File: config.mk
export PLATFORM = sky130hd
export DESIGN_NAME = spi_target_ctrl_flat
export DESIGN_NICKNAME = d
export VERILOG_FILES = /design/src/rtl/spi_target_pkg.sv /design/src/rtl/spi_target_ctrl_if.sv /design/src/rtl/spi_target_fifo.sv /design/src/rtl/spi_target_ctrl.sv /design/src/flat_wrapper.sv
export SDC_FILE = /design/constraint.sdc
export NUM_CORES = 1
export LEC_CHECK = 0
export CAP_MARGIN = 20
export CORE_MARGIN = 4
export CORE_UTILIZATION = 62
export DETAILED_ROUTE_END_ITERATION = 8
export HOLD_SLACK_MARGIN = 0.15
export PLACE_DENSITY = 0.85
export SYNTH_ARGS = -nofsm -noshare
export SYNTH_HDL_FRONTEND = slang
export SYNTH_HIERARCHICAL = 1
export SYNTH_SLANG_ARGS = --single-unit
File: constraint.sdc
create_clock -name clk -period 8.55 [get_ports clk]
set_clock_uncertainty 0.2 [all_clocks]
set_input_delay 2.1375 -clock clk [delete_from_list [all_inputs] [get_ports clk]]
set_output_delay 2.1375 -clock clk [all_outputs]
set_load 0.02 [all_outputs]
File: src/rtl/spi_target_pkg.sv
// Shared definitions for the SPI target peripheral:
// register map, status bit positions and the RX FIFO entry.
package spi_target_pkg;

    localparam logic [7:0] REG_STATUS = 8'h00;
    localparam logic [7:0] REG_RXDATA = 8'h04;
    localparam logic [7:0] REG_TXDATA = 8'h08;
    localparam logic [7:0] REG_MODE   = 8'h0C;

    localparam int ST_OVF = 8;
    localparam int ST_UDR = 9;
    localparam int ST_PRT = 10;
    localparam int ST_TXV = 11;
    localparam int ST_CSA = 12;

    localparam logic [31:0] RX_EMPTY_FLAG = 32'h8000_0000;

    typedef struct packed {
        logic       dc;
        logic [7:0] data;
    } rx_entry_t;

endpackage

File: src/rtl/spi_target_ctrl_if.sv
// icosoc ctrl bus: request held by master until a one-cycle done.
interface spi_target_ctrl_if;

    logic        wr;
    logic        rd;
    logic [7:0]  addr;
    logic [31:0] wdat;
    logic [31:0] rdat;
    logic        done;

    modport master (
        output wr, rd, addr, wdat,
        input  rdat, done
    );

    modport slave (
        input  wr, rd, addr, wdat,
        output rdat, done
    );

endinterface

File: src/rtl/spi_target_fifo.sv
// Synchronous first-word-fall-through FIFO of received entries.
module spi_target_fifo
    import spi_target_pkg::*;
#(
    parameter  int DEPTH = 16,
    localparam int AW    = $clog2(DEPTH),
    localparam int CW    = AW + 1
) (
    input  logic          clk,
    input  logic          reset,
    input  logic          push,
    input  logic          pop,
    input  rx_entry_t     wdata,
    output rx_entry_t     rdata,
    output logic          full,
    output logic          empty,
    output logic [CW-1:0] count
);

    rx_entry_t         mem [DEPTH];
    logic [AW-1:0]     wp;
    logic [AW-1:0]     rp;
    logic              do_push;
    logic              do_pop;

    // A pop frees the slot being written, so push is legal when full.
    assign do_pop  = pop & ~empty;
    assign do_push = push & (~full | do_pop);

    assign full  = (count == CW'(DEPTH));
    assign empty = (count == '0);
    assign rdata = mem[rp];

    always_ff @(posedge clk) begin
        if (do_push) begin
            mem[wp] <= wdata;
        end
    end

    always_ff @(posedge clk or posedge reset) begin
        if (reset) begin
            wp    <= '0;
            rp    <= '0;
            count <= '0;
        end else begin
            if (do_push) begin
                wp <= wp + AW'(1);
            end
            if (do_pop) begin
                rp <= rp + AW'(1);
            end
            case ({do_push, do_pop})
                2'b10:   count <= count + CW'(1);
                2'b01:   count <= count - CW'(1);
                default: count <= count;
            endcase
        end
    end

endmodule

File: src/rtl/spi_target_ctrl.sv
// SPI target on the ctrl bus: oversampled sclk/mosi/cs/dc,
// RX FIFO of {dc, byte}, single-byte TX buffer onto miso.
module spi_target_ctrl
    import spi_target_pkg::*;
#(
    parameter int FIFO_DEPTH  = 16,
    parameter int SYNC_STAGES = 2
) (
    input  logic              clk,
    input  logic              reset,
    spi_target_ctrl_if.slave  ctrl,
    input  logic              spi_sclk,
    input  logic              spi_mosi,
    input  logic              spi_cs,
    input  logic              spi_dc,
    output logic              spi_miso,
    output logic              spi_miso_oe
);

    localparam int CW = $clog2(FIFO_DEPTH) + 1;

    logic [SYNC_STAGES-1:0] sclk_sy;
    logic [SYNC_STAGES-1:0] mosi_sy;
    logic [SYNC_STAGES-1:0] cs_sy;
    logic [SYNC_STAGES-1:0] dc_sy;
    logic sclk_s, mosi_s, cs_s, dc_s;
    logic sclk_q, cs_q;

    logic       cpol, cpha;
    logic [2:0] bit_cnt;
    logic [6:0] rx_sh;
    logic [7:0] tx_sh;
    logic [7:0] tx_data;
    logic       tx_valid;
    logic       tx_skip;
    logic       ovf, udr, prt;

    logic cs_act, cs_fall, cs_rise;
    logic rise, fall, lead, trail;
    logic smp, shf, last, bound;
    logic [7:0] tx_load;

    rx_entry_t     push_d;
    rx_entry_t     pop_d;
    logic          pop, full, empty;
    logic [CW-1:0] count;
    logic [8:0]    cnt9;

    logic        req_new, do_wr, do_rd;
    logic [31:0] status;
    logic [31:0] rd_val;
    logic        unused_bits;

    assign sclk_s = sclk_sy[SYNC_STAGES-1];
    assign mosi_s = mosi_sy[SYNC_STAGES-1];
    assign cs_s   = cs_sy[SYNC_STAGES-1];
    assign dc_s   = dc_sy[SYNC_STAGES-1];

    assign cs_act  = ~cs_s;
    assign cs_fall = cs_q & ~cs_s;
    assign cs_rise = ~cs_q & cs_s;

    assign rise  = sclk_s & ~sclk_q;
    assign fall  = ~sclk_s & sclk_q;
    assign lead  = cpol ? fall : rise;
    assign trail = cpol ? rise : fall;
    assign smp   = cs_act & (cpha ? trail : lead);
    assign shf   = cs_act & (cpha ? lead : trail);
    assign last  = smp & (bit_cnt == 3'd7);
    assign bound = cs_fall | last;

    assign tx_load = tx_valid ? tx_data : 8'hFF;

    assign push_d.dc   = dc_s;
    assign push_d.data = {rx_sh, mosi_s};

    assign req_new = (ctrl.wr | ctrl.rd) & ~ctrl.done;
    assign do_wr   = req_new & ctrl.wr;
    assign do_rd   = req_new & ~ctrl.wr;
    assign pop     = do_rd & (ctrl.addr == REG_RXDATA) & ~empty;

    assign spi_miso_oe = cs_act;

    assign cnt9        = 9'(count);
    assign unused_bits = ^{ctrl.wdat[31:11], cnt9[8]};

    spi_target_fifo #(
        .DEPTH (FIFO_DEPTH)
    ) u_fifo (
        .clk   (clk),
        .reset (reset),
        .push  (last),
        .pop   (pop),
        .wdata (push_d),
        .rdata (pop_d),
        .full  (full),
        .empty (empty),
        .count (count)
    );

    always_comb begin
        status         = '0;
        status[7:0]    = cnt9[7:0];
        status[ST_OVF] = ovf;
        status[ST_UDR] = udr;
        status[ST_PRT] = prt;
        status[ST_TXV] = tx_valid;
        status[ST_CSA] = cs_act;
    end

    always_comb begin
        rd_val = '0;
        case (ctrl.addr)
            REG_STATUS: rd_val = status;
            REG_RXDATA: rd_val = empty ? RX_EMPTY_FLAG
                                       : {23'b0, pop_d};
            REG_MODE:   rd_val = {30'b0, cpol, cpha};
            default:    rd_val = '0;
        endcase
    end

    always_ff @(posedge clk or posedge reset) begin
        if (reset) begin
            sclk_sy <= '1;
            cs_sy   <= '1;
            mosi_sy <= '0;
            dc_sy   <= '0;
        end else begin
            sclk_sy <= {sclk_sy[SYNC_STAGES-2:0], spi_sclk};
            cs_sy   <= {cs_sy[SYNC_STAGES-2:0], spi_cs};
            mosi_sy <= {mosi_sy[SYNC_STAGES-2:0], spi_mosi};
            dc_sy   <= {dc_sy[SYNC_STAGES-2:0], spi_dc};
        end
    end

    always_ff @(posedge clk or posedge reset) begin
        if (reset) begin
            sclk_q    <= 1'b1;
            cs_q      <= 1'b1;
            cpol      <= 1'b1;
            cpha      <= 1'b1;
            bit_cnt   <= '0;
            rx_sh     <= '0;
            tx_sh     <= '0;
            tx_data   <= '0;
            tx_valid  <= 1'b0;
            tx_skip   <= 1'b0;
            ovf       <= 1'b0;
            udr       <= 1'b0;
            prt       <= 1'b0;
            spi_miso  <= 1'b0;
            ctrl.done <= 1'b0;
            ctrl.rdat <= '0;
        end else begin
            sclk_q <= sclk_s;
            cs_q   <= cs_s;

            // Clear first so a flag raised this cycle survives.
            if (do_wr && ctrl.addr == REG_STATUS) begin
                if (ctrl.wdat[ST_OVF]) ovf <= 1'b0;
                if (ctrl.wdat[ST_UDR]) udr <= 1'b0;
                if (ctrl.wdat[ST_PRT]) prt <= 1'b0;
            end

            if (cs_fall) begin
                bit_cnt <= '0;
            end else if (cs_rise) begin
                if (bit_cnt != 3'd0) prt <= 1'b1;
                bit_cnt <= '0;
            end else if (smp) begin
                rx_sh   <= {rx_sh[5:0], mosi_s};
                bit_cnt <= bit_cnt + 3'd1;
            end

            if (last && full && !pop) begin
                ovf <= 1'b1;
            end

            // cpha=0 drives the MSB at the boundary, so the trailing
            // edge that closes the previous byte must not advance.
            if (bound) begin
                if (tx_valid) tx_valid <= 1'b0;
                else          udr      <= 1'b1;
                if (cpha) begin
                    tx_sh   <= tx_load;
                    tx_skip <= 1'b0;
                end else begin
                    spi_miso <= tx_load[7];
                    tx_sh    <= {tx_load[6:0], 1'b0};
                    tx_skip  <= last;
                end
            end else if (shf) begin
                if (tx_skip) begin
                    tx_skip <= 1'b0;
                end else begin
                    spi_miso <= tx_sh[7];
                    tx_sh    <= {tx_sh[6:0], 1'b0};
                end
            end

            if (do_wr && ctrl.addr == REG_TXDATA) begin
                tx_data  <= ctrl.wdat[7:0];
                tx_valid <= 1'b1;
            end
            if (do_wr && ctrl.addr == REG_MODE) begin
                cpol <= ctrl.wdat[1];
                cpha <= ctrl.wdat[0];
            end

            ctrl.done <= req_new;
            ctrl.rdat <= do_rd ? rd_val : '0;
        end
    end

endmodule

File: src/flat_wrapper.sv
// flat-port wrapper written by rule: the top's interface ports become plain ports
module spi_target_ctrl_flat import spi_target_pkg::*;
#(
    parameter int FIFO_DEPTH  = 16,
    parameter int SYNC_STAGES = 2
)
  (clk, reset, spi_sclk, spi_mosi, spi_cs, spi_dc, spi_miso, spi_miso_oe, ctrl_wr, ctrl_rd, ctrl_addr, ctrl_wdat, ctrl_rdat, ctrl_done);
  spi_target_ctrl_if ctrl_i ();
  input  logic clk;
  input  logic reset;
  input  logic spi_sclk;
  input  logic spi_mosi;
  input  logic spi_cs;
  input  logic spi_dc;
  output logic spi_miso;
  output logic spi_miso_oe;
  input wire logic [$bits(ctrl_i.wr)-1:0] ctrl_wr;
  input wire logic [$bits(ctrl_i.rd)-1:0] ctrl_rd;
  input wire logic [$bits(ctrl_i.addr)-1:0] ctrl_addr;
  input wire logic [$bits(ctrl_i.wdat)-1:0] ctrl_wdat;
  output wire logic [$bits(ctrl_i.rdat)-1:0] ctrl_rdat;
  output wire logic [$bits(ctrl_i.done)-1:0] ctrl_done;
  assign ctrl_i.wr = ctrl_wr;
  assign ctrl_i.rd = ctrl_rd;
  assign ctrl_i.addr = ctrl_addr;
  assign ctrl_i.wdat = ctrl_wdat;
  assign ctrl_rdat = ctrl_i.rdat;
  assign ctrl_done = ctrl_i.done;
  spi_target_ctrl #(.FIFO_DEPTH(FIFO_DEPTH), .SYNC_STAGES(SYNC_STAGES)) u_core (.clk(clk), .reset(reset), .ctrl(ctrl_i), .spi_sclk(spi_sclk), .spi_mosi(spi_mosi), .spi_cs(spi_cs), .spi_dc(spi_dc), .spi_miso(spi_miso), .spi_miso_oe(spi_miso_oe));
endmodule
**Yosys cells after proc, flatten, opt, wreduce, memory -nomap -nowiden**

Memories as Yosys holds them, arrays and structs flattened.
Index checks and enable logic that the tools add are counted.

- Register bits: 90
- RAM bits: 144
- Bits of input ports: 48
- Memories kept: 1

Memories:

| memory | depth | bits a word | read ports | clocked after memory_dff | wr ports | line | source |
|---|---|---|---|---|---|---|---|
| u_core.u_fifo.mem | 16 | 9 | 1 | 0 | 1 | spi_target_fifo.sv:20 | `rx_entry_t mem [DEPTH];` |

- Add/sub/neg operators: 5
- Eq/ne operators: 9
- Mux-type cells: 39
- Bitwise gates (word level): 27
- Reduce and logical (&&, ||, !) cells: 19

Operators by type and width:

| kind | count |
|---|---|
| $pmux W32 S3 | 1 |
| $mux W32 | 2 |
| $mux W8 | 5 |
| $mux W1 | 27 |
| $eq A8 B4 Y1 const B | 2 |
| $and A1 B1 Y1 | 14 |
| $not A1 Y1 | 10 |
| $pmux W5 S2 | 1 |
| $reduce_bool A2 Y1 | 5 |
| $mux W3 | 3 |
| $add A4 B1 Y4 const B | 2 |
| $eq A8 B3 Y1 const B | 1 |
| $logic_not A8 Y1 | 1 |
| $reduce_and A3 Y1 | 2 |
| $reduce_bool A3 Y1 | 2 |
| $add A5 B1 Y5 const B | 1 |
| $eq A5 B5 Y1 const B | 1 |
| $logic_and A1 B1 Y1 | 5 |
| $logic_not A5 Y1 | 1 |
| $sub A5 B1 Y5 const B | 1 |
| $ne A2 B2 Y1 const B | 2 |
| $reduce_and A2 Y1 | 2 |
| $add A3 B1 Y3 const B | 1 |
| $eq A3 B3 Y1 const B | 1 |
| 4 further kinds | 6 |

**Longest topological paths before layout**

Gate-level depths: netlist of run 1.

- Word-level depth: 10
- Depth in mapped cells: 13

**Hierarchy**

Netlist of run 1, hierarchy kept.

Modules (own cells, without submodules):

| module | times used | cells an instance | area an instance (um^2) | sequential area each (um^2) |
|---|---|---|---|---|
| spi_target_fifo | 1 | 332 | 6409.9 | 4649.5 |
| spi_target_ctrl | 1 | 227 | 2750.1 | 1486.4 |

**Worst setup path after synthesis of run 1**

Ideal clock, no wire load.

- Kind: input port to flip-flop
- From: input ctrl_addr[5]
- To: register u_core.u_fifo.count[4]
- Setup time: 87 ps
- Arrival: 4949 ps
- Slack: 3314 ps
- Cell stages on the path: 12
- Cell sequence: nor4_2 > nand2_2 > nor4b_4 > and4bb_1 > buf_2 > nand2_1 > or2_2 > fa_1 > nand2b_1 > a2111o_1 > o31a_1 > o211ai_1

- Word-level cells in the longest chain between the ends: 8

Ends and longest elaborated chain:

| item | line | source |
|---|---|---|
| start, declared | flat_wrapper.sv:19 | `input wire logic [$bits(ctrl_i.addr)-1:0] ctrl_addr;` |
| $eq A8 B3 Y1 * | spi_target_ctrl.sv:80 | `assign pop = do_rd & (ctrl.addr == REG_RXDATA) & ~empty;` |
| $and A1 B1 Y1 * (2 in a row) | spi_target_ctrl.sv:80 |  |
| via u_core.pop | spi_target_ctrl.sv:45 | `logic pop, full, empty;` |
| $and A1 B1 Y1 * | spi_target_fifo.sv:27 | `assign do_pop = pop & ~empty;` |
| $or A1 B1 Y1 | spi_target_fifo.sv:28 | `assign do_push = push & (~full \| do_pop);` |
| $and A1 B1 Y1 | spi_target_fifo.sv:28 |  |
| $eq A2 B1 Y1 or $eq A2 B2 Y1 (tied branches) | spi_target_fifo.sv:52 | `case ({do_push, do_pop})` |
| $pmux W5 S2 or $reduce_bool A2 Y1 (tied branches) | - |  |
| end signal, assigned | spi_target_fifo.sv:53 | `2'b10: count <= count + CW'(1);` |
| end signal, assigned | spi_target_fifo.sv:54 | `2'b01: count <= count - CW'(1);` |
| end signal, assigned | spi_target_fifo.sv:55 | `default: count <= count;` |
| end, declared | spi_target_fifo.sv:17 | `output logic [CW-1:0] count` |

The timed path passes the listed nets; every way through them passes the cells marked *.
A chain may end at the register's enable or synchronous reset.

**Worst setup path in the final report of run 1**

Ends and elaborated chain as after synthesis.

==> results of run 1 <==
[flip-flops by register name, indices dropped and copies added, names as in the netlist, 3 cells and up]
name                 cells
u_core/u_fifo/count      5
u_core/bit_cnt           3
u_core/u_fifo/rp         4
u_core/ctrl.rdat        14
u_core/u_fifo/mem      144
u_core/u_fifo/wp         4
u_core/tx_data           8
u_core/rx_sh             7
u_core/tx_sh             8
[path summary, 6_finish.rpt]
check | from | cells past startpoint | slack (ns) | endpoint
min in group asynchronous | reset | 2 | 1.86 | u_core/u_fifo/count[3]
max | ctrl_addr[5] | 12 | 2.79 | u_core/u_fifo/count[4]
min reg2reg | u_core/mosi_sy[0] | 0 | 0.15 | u_core/mosi_sy[1]
min | u_core/mosi_sy[0] | 0 | 0.15 | u_core/mosi_sy[1]
max reg2reg | u_core/cpha | 10 | 4.73 | u_core/u_fifo/count[4]
max in group asynchronous | reset | 3 | 5.64 | u_core/dc_sy[1]
[cell usage after synthesis (13+ instances only)]
library cell / number
nand2_1: 21
mux4_2: 36
edfxtp_1: 144
a21oi_1: 13
inv_1: 17
a22oi_1: 22
buf_4: 20
ha_1: 13
and3_1: 20
nor2_1: 23
dfrtp_1: 64
[per-stage QoR]
| step | total power [W] | instances | utilization (%) | hold slack (ns) |
|---|---|---|---|---|
| global route | 0.00236 | 805 | 71.6 | 0.164 |
| detailed placement | 0.00138 | 765 | 66.7 | 0.138 |
| CTS | 0.00229 | 804 | 71.5 | 0.151 |
| floorplan | 0.00132 | 576 | - | 0.131 |
| finish | 0.00228 | 805 | 71.6 | 0.148 |
| global placement | 0.00136 | 765 | 66.7 | 0.136 |
[cell families after synthesis]
group | after synthesis | synth area share (%)
flops | 216 | 67.0
simple gates | 119 | 7.74
mux | 71 | 13.4
compound gates | 70 | 5.44
buf+inv | 58 | 3.37
fa+ha+maj | 14 | 1.99
xor+xnor | 10 | 1.04
other cells | 1 | 0.0409
[power groups by stage]
| stage | Clock [W] | Sequential [W] | Combinational, W |
|---|---|---|---|
| floorplan | 0 | 0.00124 | 0.0000790 |
| global placement | 0 | 0.00127 | 0.0000964 |
| detailed placement | 0 | 0.00128 | 0.000102 |
| CTS | 0.000935 | 0.00126 | 0.000104 |
| global route | 0.000984 | 0.00126 | 0.000114 |
| finish | 0.000916 | 0.00126 | 0.000103 |
[metal layers]
metal,track usage (%),wire length (µm),up-vias
met5,0,0,-
met4,5.13,216,0
met3,3.42,1620,23
met2,38.0,9280,276
met1,32.5,7370,2604
li1,-,-,2214
[critical path, stage by stage]
cell             delay (ns)
clkdlybuf4s50_1        0.41
nor4_2                 0.29
nand2_2                0.19
nor4b_4                0.42
and4bb_1               0.64
nand2_1                0.25
or2_2                  0.35
fa_1                   0.39
nand2b_1               0.18
a2111o_1               0.39
o31a_1                 0.12
o211ai_1               0.17
[layout make-up]
| class | count | area [µm²] |
|---|---|---|
| sequential | 216 | 6140 |
| fill | 872 | 4120 |
| multi-input combinational | 302 | 2780 |
| clock buffer | 31 | 606 |
| timing repair buffer | 47 | 460 |
| tap | 184 | 230 |
| clock inverter | 8 | 86.3 |
| inverter | 17 | 63.8 |
==> results_dict.tcl, run 1 <==
set metrics [dict create \
    run_status "finished, final reports clean" \
    viasPerCell 6.36 \
    routedWlPerCell_um 23.0 \
    hold_class "reg -> reg" \
    cts_sinks 216 \
    synth_top_area_share_pct 47.2 \
    dr.pass1.iters 5 \
    rsz0062_at_grt "no" \
    power_switching_share_pct 21.4 \
    pwr-share-comb_pct 4.5 \
    synth_edf_count 144 \
    final_common_cell "edfxtp_1" \
    core.rowCount 44 \
    period_share_pct 67.4 \
    p_sw_w 0.000488 \
    numPortBuffers 43 \
    pwr-share-clk_pct 40.3 \
    io_pins 83 \
    ys_warn_count 6 \
    cts_setup_buffers 0 \
    synth-main-ff-cell "edfxtp_1" \
    worst_setup_path_start_kind "input pin" \
    wl_mm 18.5 \
    setup_viol 0 \
    cp-end-kind "register" \
    max_cap_violations 0 \
    place_hpwl_mm 11.5 \
    cellPowerDensity_mw_per_mm2 220 \
    synth-seq-cells 216 \
    cts_tree "built" \
    clk_path_buf_depth 3 \
    syn_area_mm2 0.00916 \
    drc_errors 0 \
    p_int_w 0.00179 \
    drtAntennaViolNets 0 \
    p_leak_nw 3.84 \
    synthTopCellsByArea "edfxtp_1 47%, dfrtp_1 17%, mux4_2 8.9%" \
    numCtsBuffers 22 \
    design_area_mm2 0.0104 \
    core_area_mm2 0.0145 \
    ys_types 62 \
    floorplan.initialDensity_pct 63.3 \
    max_freq_mhz 173 \
    fin_nets 668 \
    final_cell_mix "144 x edfxtp_1, 63 x dfrtp_1, 43 x clkdlybuf4s50_1" \
    grt-ovfl-total 0 \
    synthArstFlopShare_pct 33.3 \
    place_area_mm2 0.00966 \
    place.gp.congestion 0.790 \
    first_iter_violations 461 \
    post_cts_resized 0 \
    grt_pass1_wl_mm 28.9 \
    diodes 0 \
    worstSkewPairLatency_ns 0.49 \
    avgSynthCellArea_um2 16.4 \
    antenna_found_initial 0 \
    cp.required_ns 8.75 \
    dpl_worst_slack_ns 2.37 \
    path_max_fanout 16 \
    hold_viol 0 \
    slew_violations 0 \
    layout-drive-gt1-share_pct 18.0 \
    p_seq_share_pct 55.2 \
    gr-usage-all-layers_pct 22.7 \
    syn_to_final_growth_pct 13.1 \
    tightest_slew_ns 0.871 \
    synth.largest_area_cell "edfxtp_1" \
    hold_buffers 0 \
    clockRootBuffer "clkbuf_16" \
    grt_pass1_vias 5094 \
    finalSetupTns_ns 0 \
    critPathKind "in -> reg" \
    irDropWorstVdd_v 0.000181 \
    vias 5117 \
    grt_max_degree 60 \
    dieHeight_um 130 \
    yosysSeqAreaShare_pct 67.0 \
    setup_slack_ns 2.79 \
    path_clk_slew_ns 0.06 \
    die_area_mm2 0.0168 \
    cts-htree-levels 1 \
    die_w_um 130 \
    netlist_instances 559 \
    min_period_ns 5.76 \
    relSlewSlack_pct 41.1 \
    arrival_ns 5.96 \
]
(Power assumes the default switching activity.)
==> run 2, diff against run 1 <==
--- a/config.mk
+++ b/config.mk
@@ -7,10 +7,10 @@
 export LEC_CHECK = 0
 export CAP_MARGIN = 20
 export CORE_MARGIN = 4
-export CORE_UTILIZATION = 62
+export CORE_UTILIZATION = 57
 export DETAILED_ROUTE_END_ITERATION = 8
 export HOLD_SLACK_MARGIN = 0.15
-export PLACE_DENSITY = 0.85
+export PLACE_DENSITY = 0.79
 export SYNTH_ARGS = -nofsm -noshare
 export SYNTH_HDL_FRONTEND = slang
 export SYNTH_HIERARCHICAL = 1
==> constraint.sdc (replaced) <==
create_clock -name clk -period 5.6 [get_ports clk]
set_clock_uncertainty 0.2 [all_clocks]
set_input_delay 1.4 -clock clk [delete_from_list [all_inputs] [get_ports clk]]
set_output_delay 1.4 -clock clk [all_outputs]
set_load 0.02 [all_outputs]
==> results_dict.tcl, run 2 (synthesis results as in run 1) <==
set metrics [dict create \
    min_path_cells 0 \
    core_area_mm2 0.0158 \
    arrival_ns 4.40 \
    hold_start "u_core/mosi_sy[0]" \
    routedWlPerCell_um 21.4 \
    place_area_mm2 0.00973 \
    place.gp.congestion 0.804 \
    p_leak_nw 3.86 \
    max_cap_violations 0 \
    path_cells "clkdlybuf4s50_1 > nor4_2 > nand2_2 > nor4b_4 > buf_4 > and4bb_1 > buf_4 > nand3b_1 > nor2b_1 > and3_1" \
    post_cts_resized 0 \
    cp.required_ns 5.53 \
    numPortBuffers 43 \
    cp_common_cell "buf_4" \
    reg2reg_depth 10 \
    cpPeakStageDelay_ns 0.61 \
    cts_tree "built" \
    layout-drive-gt1-share_pct 19.2 \
    largest_reg_flops 144 \
    clk_path_buf_depth 3 \
    final_cell_mix "144 x edfxtp_1, 63 x dfrtp_1, 43 x clkdlybuf4s50_1" \
    wl_mm 17.9 \
    io_pins 83 \
    tightest_slew_ns 0.852 \
    rsz0062_at_grt "no" \
    core.rowCount 46 \
    worst_setup_path_start_kind "input pin" \
    die_area_mm2 0.0182 \
    r2r_slack_ns 1.97 \
    finalSetupTns_ns 0 \
    path_max_fanout 15 \
    dr.pass1.iters 5 \
    setup_viol 0 \
    grt_pass1_wl_mm 28.1 \
    cts_sinks 216 \
    floorplan.initialDensity_pct 57.9 \
    slew_violations 0 \
    path_clk_slew_ns 0.06 \
    hold_path_end "u_core/mosi_sy[1]" \
    clockRootBuffer "clkbuf_16" \
    dieHeight_um 135 \
    design_area_mm2 0.0104 \
    largestRegisters "u_core/u_fifo/mem: 144 flops, u_core/ctrl.rdat: 14 flops" \
    period_share_pct 79.8 \
    worstSkewPairLatency_ns 0.51 \
    run_status "finished, final reports clean" \
    numCtsBuffers 22 \
    first_iter_violations 427 \
    place_hpwl_mm 11.3 \
    vias 5015 \
    drtAntennaViolNets 0 \
    grt_max_degree 40 \
    cellPowerDensity_mw_per_mm2 336 \
    hold_class "reg -> reg" \
    slowest_stage "and3_1" \
    max_freq_mhz 224 \
    syn_to_final_growth_pct 14.1 \
    drc_errors 0 \
    final_util_pct 66.0 \
    grt-ovfl-total 0 \
    hold_buffers 0 \
    grt_pass1_vias 4969 \
    antenna_found_initial 0 \
    rr_endpoint "u_core/u_fifo/count[4]" \
    critPathKind "in -> reg" \
    cts-htree-levels 1 \
    die_w_um 135 \
    reg2reg_from "u_core/cpha" \
    fin_nets 670 \
    cts_setup_buffers 0 \
    max_flop_register "u_core/u_fifo/mem" \
    diodes 0 \
    min_period_ns 4.47 \
    final_common_cell "edfxtp_1" \
    hold_viol 0 \
    relSlewSlack_pct 42.1 \
    gr-usage-all-layers_pct 20.3 \
    irDropWorstVdd_v 0.000311 \
    viasPerCell 5.97 \
    cp-end-kind "register" \
]
[run 2: changes by cell type in the layout (fill, tap and decap cells not counted)]
cell / change
buf_4: +2
clkbuf_1: -2
clkbuf_16: -1
clkbuf_8: +3
clkinv_1: -3
clkinv_2: +2
clkinv_8: +1
clkinvlp_4: +1
[run 2: cell type report]
type                            instances  area, µm²
Clock buffer                           31        614
Clock inverter                          9        109
Fill cell                            1063       5380
Inverter                               17       63.8
Multi-Input combinational cell        302       2780
Sequential cell                       216       6140
Tap cell                              216        270
Timing Repair Buffer                   49        475
[run 2: how the worst max path moves through the flow]
| stage | start | to | slack, ns | cells after the start |
|---|---|---|---|---|
| 2_1_floorplan | ctrl_addr[5] | u_core/u_fifo/count[4] | 1.10 | 12 |
| 3_3_place_gp | ctrl_addr[5] | u_core/u_fifo/count[4] | 0.76 | 13 |
| 3_5_place_dp | ctrl_addr[5] | u_core/u_fifo/mem[4][7] | 0.68 | 10 |
| 4_1_cts | ctrl_addr[5] | u_core/u_fifo/mem[2][8] | 1.20 | 10 |
| 5_1_grt | ctrl_addr[5] | u_core/u_fifo/mem[4][0] | 0.98 | 10 |
| 6_report | ctrl_addr[5] | u_core/u_fifo/mem[2][8] | 1.13 | 10 |
[run 2: report_power, final]
part | switching, W | internal (W) | total, W
Sequential | 0.000106 | 0.00181 | 0.00192
Clock | 0.000579 | 0.000861 | 0.00144
Combinational | 0.0000778 | 0.0000734 | 0.000151
Total | 0.000762 | 0.00275 | 0.00351
[run 2: metal layers]
metal / vias up / share of wire, % / global-route usage [%]
met5: - / 0 / 0
met1: 2548 / 40 / 28.3
met4: 0 / 2.7 / 5.54
met2: 208 / 50 / 32.8
met3: 35 / 7.6 / 4.51
li1: 2224 / - / -
[run 2: critical path, delay by kind of cell]
family        cells  cell delay [ns]
simple gates      7             2.18
buf+inv           3             0.82
[run 2: metrics by stage]
step                      cells  hold WS (ns)  total power, W  worst slack, ns
after global routing        840         0.158         0.00364            0.977
after floorplan             576         0.131         0.00202             1.10
final                       840         0.155         0.00351             1.13
after global placement      799         0.135         0.00208            0.757
after CTS                   840         0.157         0.00354             1.20
after detailed placement    800         0.146         0.00210            0.675
==> run 3, diff against run 2 <==
--- a/config.mk
+++ b/config.mk
@@ -7,10 +7,10 @@
 export LEC_CHECK = 0
 export CAP_MARGIN = 20
 export CORE_MARGIN = 4
-export CORE_UTILIZATION = 57
+export CORE_UTILIZATION = 52
 export DETAILED_ROUTE_END_ITERATION = 8
 export HOLD_SLACK_MARGIN = 0.15
-export PLACE_DENSITY = 0.79
+export PLACE_DENSITY = 0.76
 export SYNTH_ARGS = -nofsm -noshare
 export SYNTH_HDL_FRONTEND = slang
 export SYNTH_HIERARCHICAL = 1
==> constraint.sdc (replaced) <==
create_clock -name clk -period 4 [get_ports clk]
set_clock_uncertainty 0.2 [all_clocks]
set_input_delay 1 -clock clk [delete_from_list [all_inputs] [get_ports clk]]
set_output_delay 1 -clock clk [all_outputs]
set_load 0.02 [all_outputs]
==> results_dict.tcl, run 3 (synthesis results as in run 1) <==
set metrics [dict create \
    syn_to_final_growth_pct 19.2 \
    grt-ovfl-total 0 \
    slowest_stage "clkdlybuf4s50_1" \
    hold_viol 0 \
    path_clk_slew_ns 0.06 \
    numPortBuffers 43 \
    setup_viol 0 \
    pwr-share-comb_pct 4.5 \
    die_area_mm2 0.0198 \
    rsz0062_at_grt "no" \
    worstSkewPairLatency_ns 0.51 \
    dr.pass1.iters 5 \
    core.rowCount 48 \
    cts_tree "built" \
    drtAntennaViolNets 0 \
    path_max_fanout 2 \
    gr-usage-all-layers_pct 19.9 \
    period_share_pct 94.7 \
    cts_sinks 216 \
    routedWlPerCell_um 22.0 \
    min_period_ns 3.79 \
    irDropWorstVdd_v 0.000317 \
    cts-htree-levels 1 \
    antenna_found_initial 0 \
    place_hpwl_mm 12.4 \
    diodes 0 \
    wl_mm 19.4 \
    path_cells "clkdlybuf4s50_1 > nor4_4 > nand2_2 > nor4b_4 > and4bb_2 > nand2_2 > or2_2 > fa_2 > nand2b_1 > a2111o_1 > o31a_1 > o211ai_1" \
    grt_pass1_wl_mm 30.7 \
    largest_reg_flops 144 \
    cp.required_ns 4.22 \
    numCtsBuffers 23 \
    largestRegisters "u_core/u_fifo/mem: 144 flops, u_core/ctrl.rdat: 14 flops" \
    cp_common_cell "nand2_2" \
    cp-end-kind "register" \
    tightest_slew_ns 0.885 \
    vias 5256 \
    final_util_pct 63.2 \
    p_leak_nw 4.09 \
    max_freq_mhz 264 \
    grt_max_degree 23 \
    floorplan.initialDensity_pct 53.0 \
    first_iter_violations 528 \
    drc_errors 0 \
    dieHeight_um 141 \
    layout-drive-gt1-share_pct 23.6 \
    fin_nets 702 \
    core_area_mm2 0.0173 \
    dpl_worst_slack_ns -0.262 \
    slew_violations 0 \
    setup_slack_ns 0.211 \
    final_cell_mix "144 x edfxtp_1, 63 x dfrtp_1, 43 x clkdlybuf4s50_1" \
    grt_pass1_vias 5432 \
    max_cap_violations 0 \
    run_status "finished, final reports clean" \
    hold_class "reg -> reg" \
    cpPeakStageDelay_ns 0.45 \
    p_seq_share_pct 53.2 \
    post_cts_resized 0 \
    power_switching_share_pct 22.0 \
    arrival_ns 4.01 \
    p_int_w 0.00394 \
    critPathKind "in -> reg" \
    p_sw_w 0.00111 \
    clockRootBuffer "clkbuf_16" \
    place.gp.congestion 0.785 \
    viasPerCell 5.96 \
    max_flop_register "u_core/u_fifo/mem" \
    n_fill_cell 1195 \
    io_pins 83 \
    relSlewSlack_pct 40.9 \
    hold_buffers 0 \
    pwr-share-clk_pct 42.3 \
    worst_setup_path_start_kind "input pin" \
    cts_setup_buffers 0 \
    final_common_cell "edfxtp_1" \
    clk_path_buf_depth 3 \
    cellPowerDensity_mw_per_mm2 463 \
    die_w_um 141 \
]
-- run 3: cell types whose count changed in the layout (fill, tap and decap cells not counted), sizes merged --
| cell | change |
|---|---|
| buf | +31 |
| clkinv | +3 |
| clkbuf | -2 |
| bufinv | +1 |
| clkinvlp | -1 |
| inv | +1 |
-- run 3: final cells by class --
cell class / instances / area, µm² / share of cell area [%]
clock inverter: 13 / 151 / 1.39
tap: 225 / 282 / 2.58
clock buffer: 29 / 618 / 5.66
sequential: 216 / 6140 / 56.2
timing repair buffer: 80 / 878 / 8.04
multi-input combinational: 302 / 2790 / 25.6
inverter: 17 / 63.8 / 0.584
-- run 3: per-stage QoR --
| step | power, W | cell area [µm²] | hold WS (ns) | instances | setup TNS (ns) |
|---|---|---|---|---|---|
| after floorplan | 0.00283 | 9240 | 0.131 | 576 | 0 |
| after global routing | 0.00523 | 10900 | 0.165 | 882 | 0 |
| after global placement | 0.00293 | 10100 | 0.138 | 839 | -0.485 |
| after CTS | 0.00509 | 10900 | 0.155 | 881 | 0 |
| after detailed placement | 0.00296 | 10100 | 0.147 | 839 | -1.55 |
| final | 0.00505 | 10900 | 0.155 | 882 | 0 |
-- run 3: worst paths after layout --
kind / from / to / slack [ns] / depth (start not counted)
min: u_core/cs_sy[0] / u_core/cs_sy[1] / 0.15 / 0
min in group asynchronous: reset / u_core/ovf / 0.69 / 2
max: ctrl_addr[5] / u_core/u_fifo/count[4] / 0.21 / 12
min reg2reg: u_core/cs_sy[0] / u_core/cs_sy[1] / 0.15 / 0
max in group asynchronous: reset / u_core/sclk_q / 2.23 / 3
max reg2reg: u_core/cpha / u_core/u_fifo/count[4] / 0.47 / 10
-- run 3: critical path: cells and delay by family --
family                   cells  cell delay, ns
AND/OR/NAND/NOR              7            1.54
AO/OA/AOI/OAI                3            0.66
buffers and inverters        1            0.45
adder cells (fa/ha/maj)      1            0.36
-- run 3: power by group through the flow --
| stage | logic, W | registers (W) | clock network, W |
|---|---|---|---|
| 2_1_floorplan | 0.000170 | 0.00266 | 0 |
| 3_3_place_gp | 0.000212 | 0.00272 | 0 |
| 3_5_place_dp | 0.000223 | 0.00273 | 0 |
| 4_1_cts | 0.000228 | 0.00269 | 0.00218 |
| 5_1_grt | 0.000250 | 0.00271 | 0.00228 |
| 6_report | 0.000226 | 0.00269 | 0.00214 |
-- run 3: layer usage --
layer  vias up  track usage (%)  wire length (µm)
met3        52             3.19              1270
met1      2696             27.3              7930
met2       210             32.9              9590
met4         0             6.94               583
met5         -                0                 0
li1       2298                -                 -
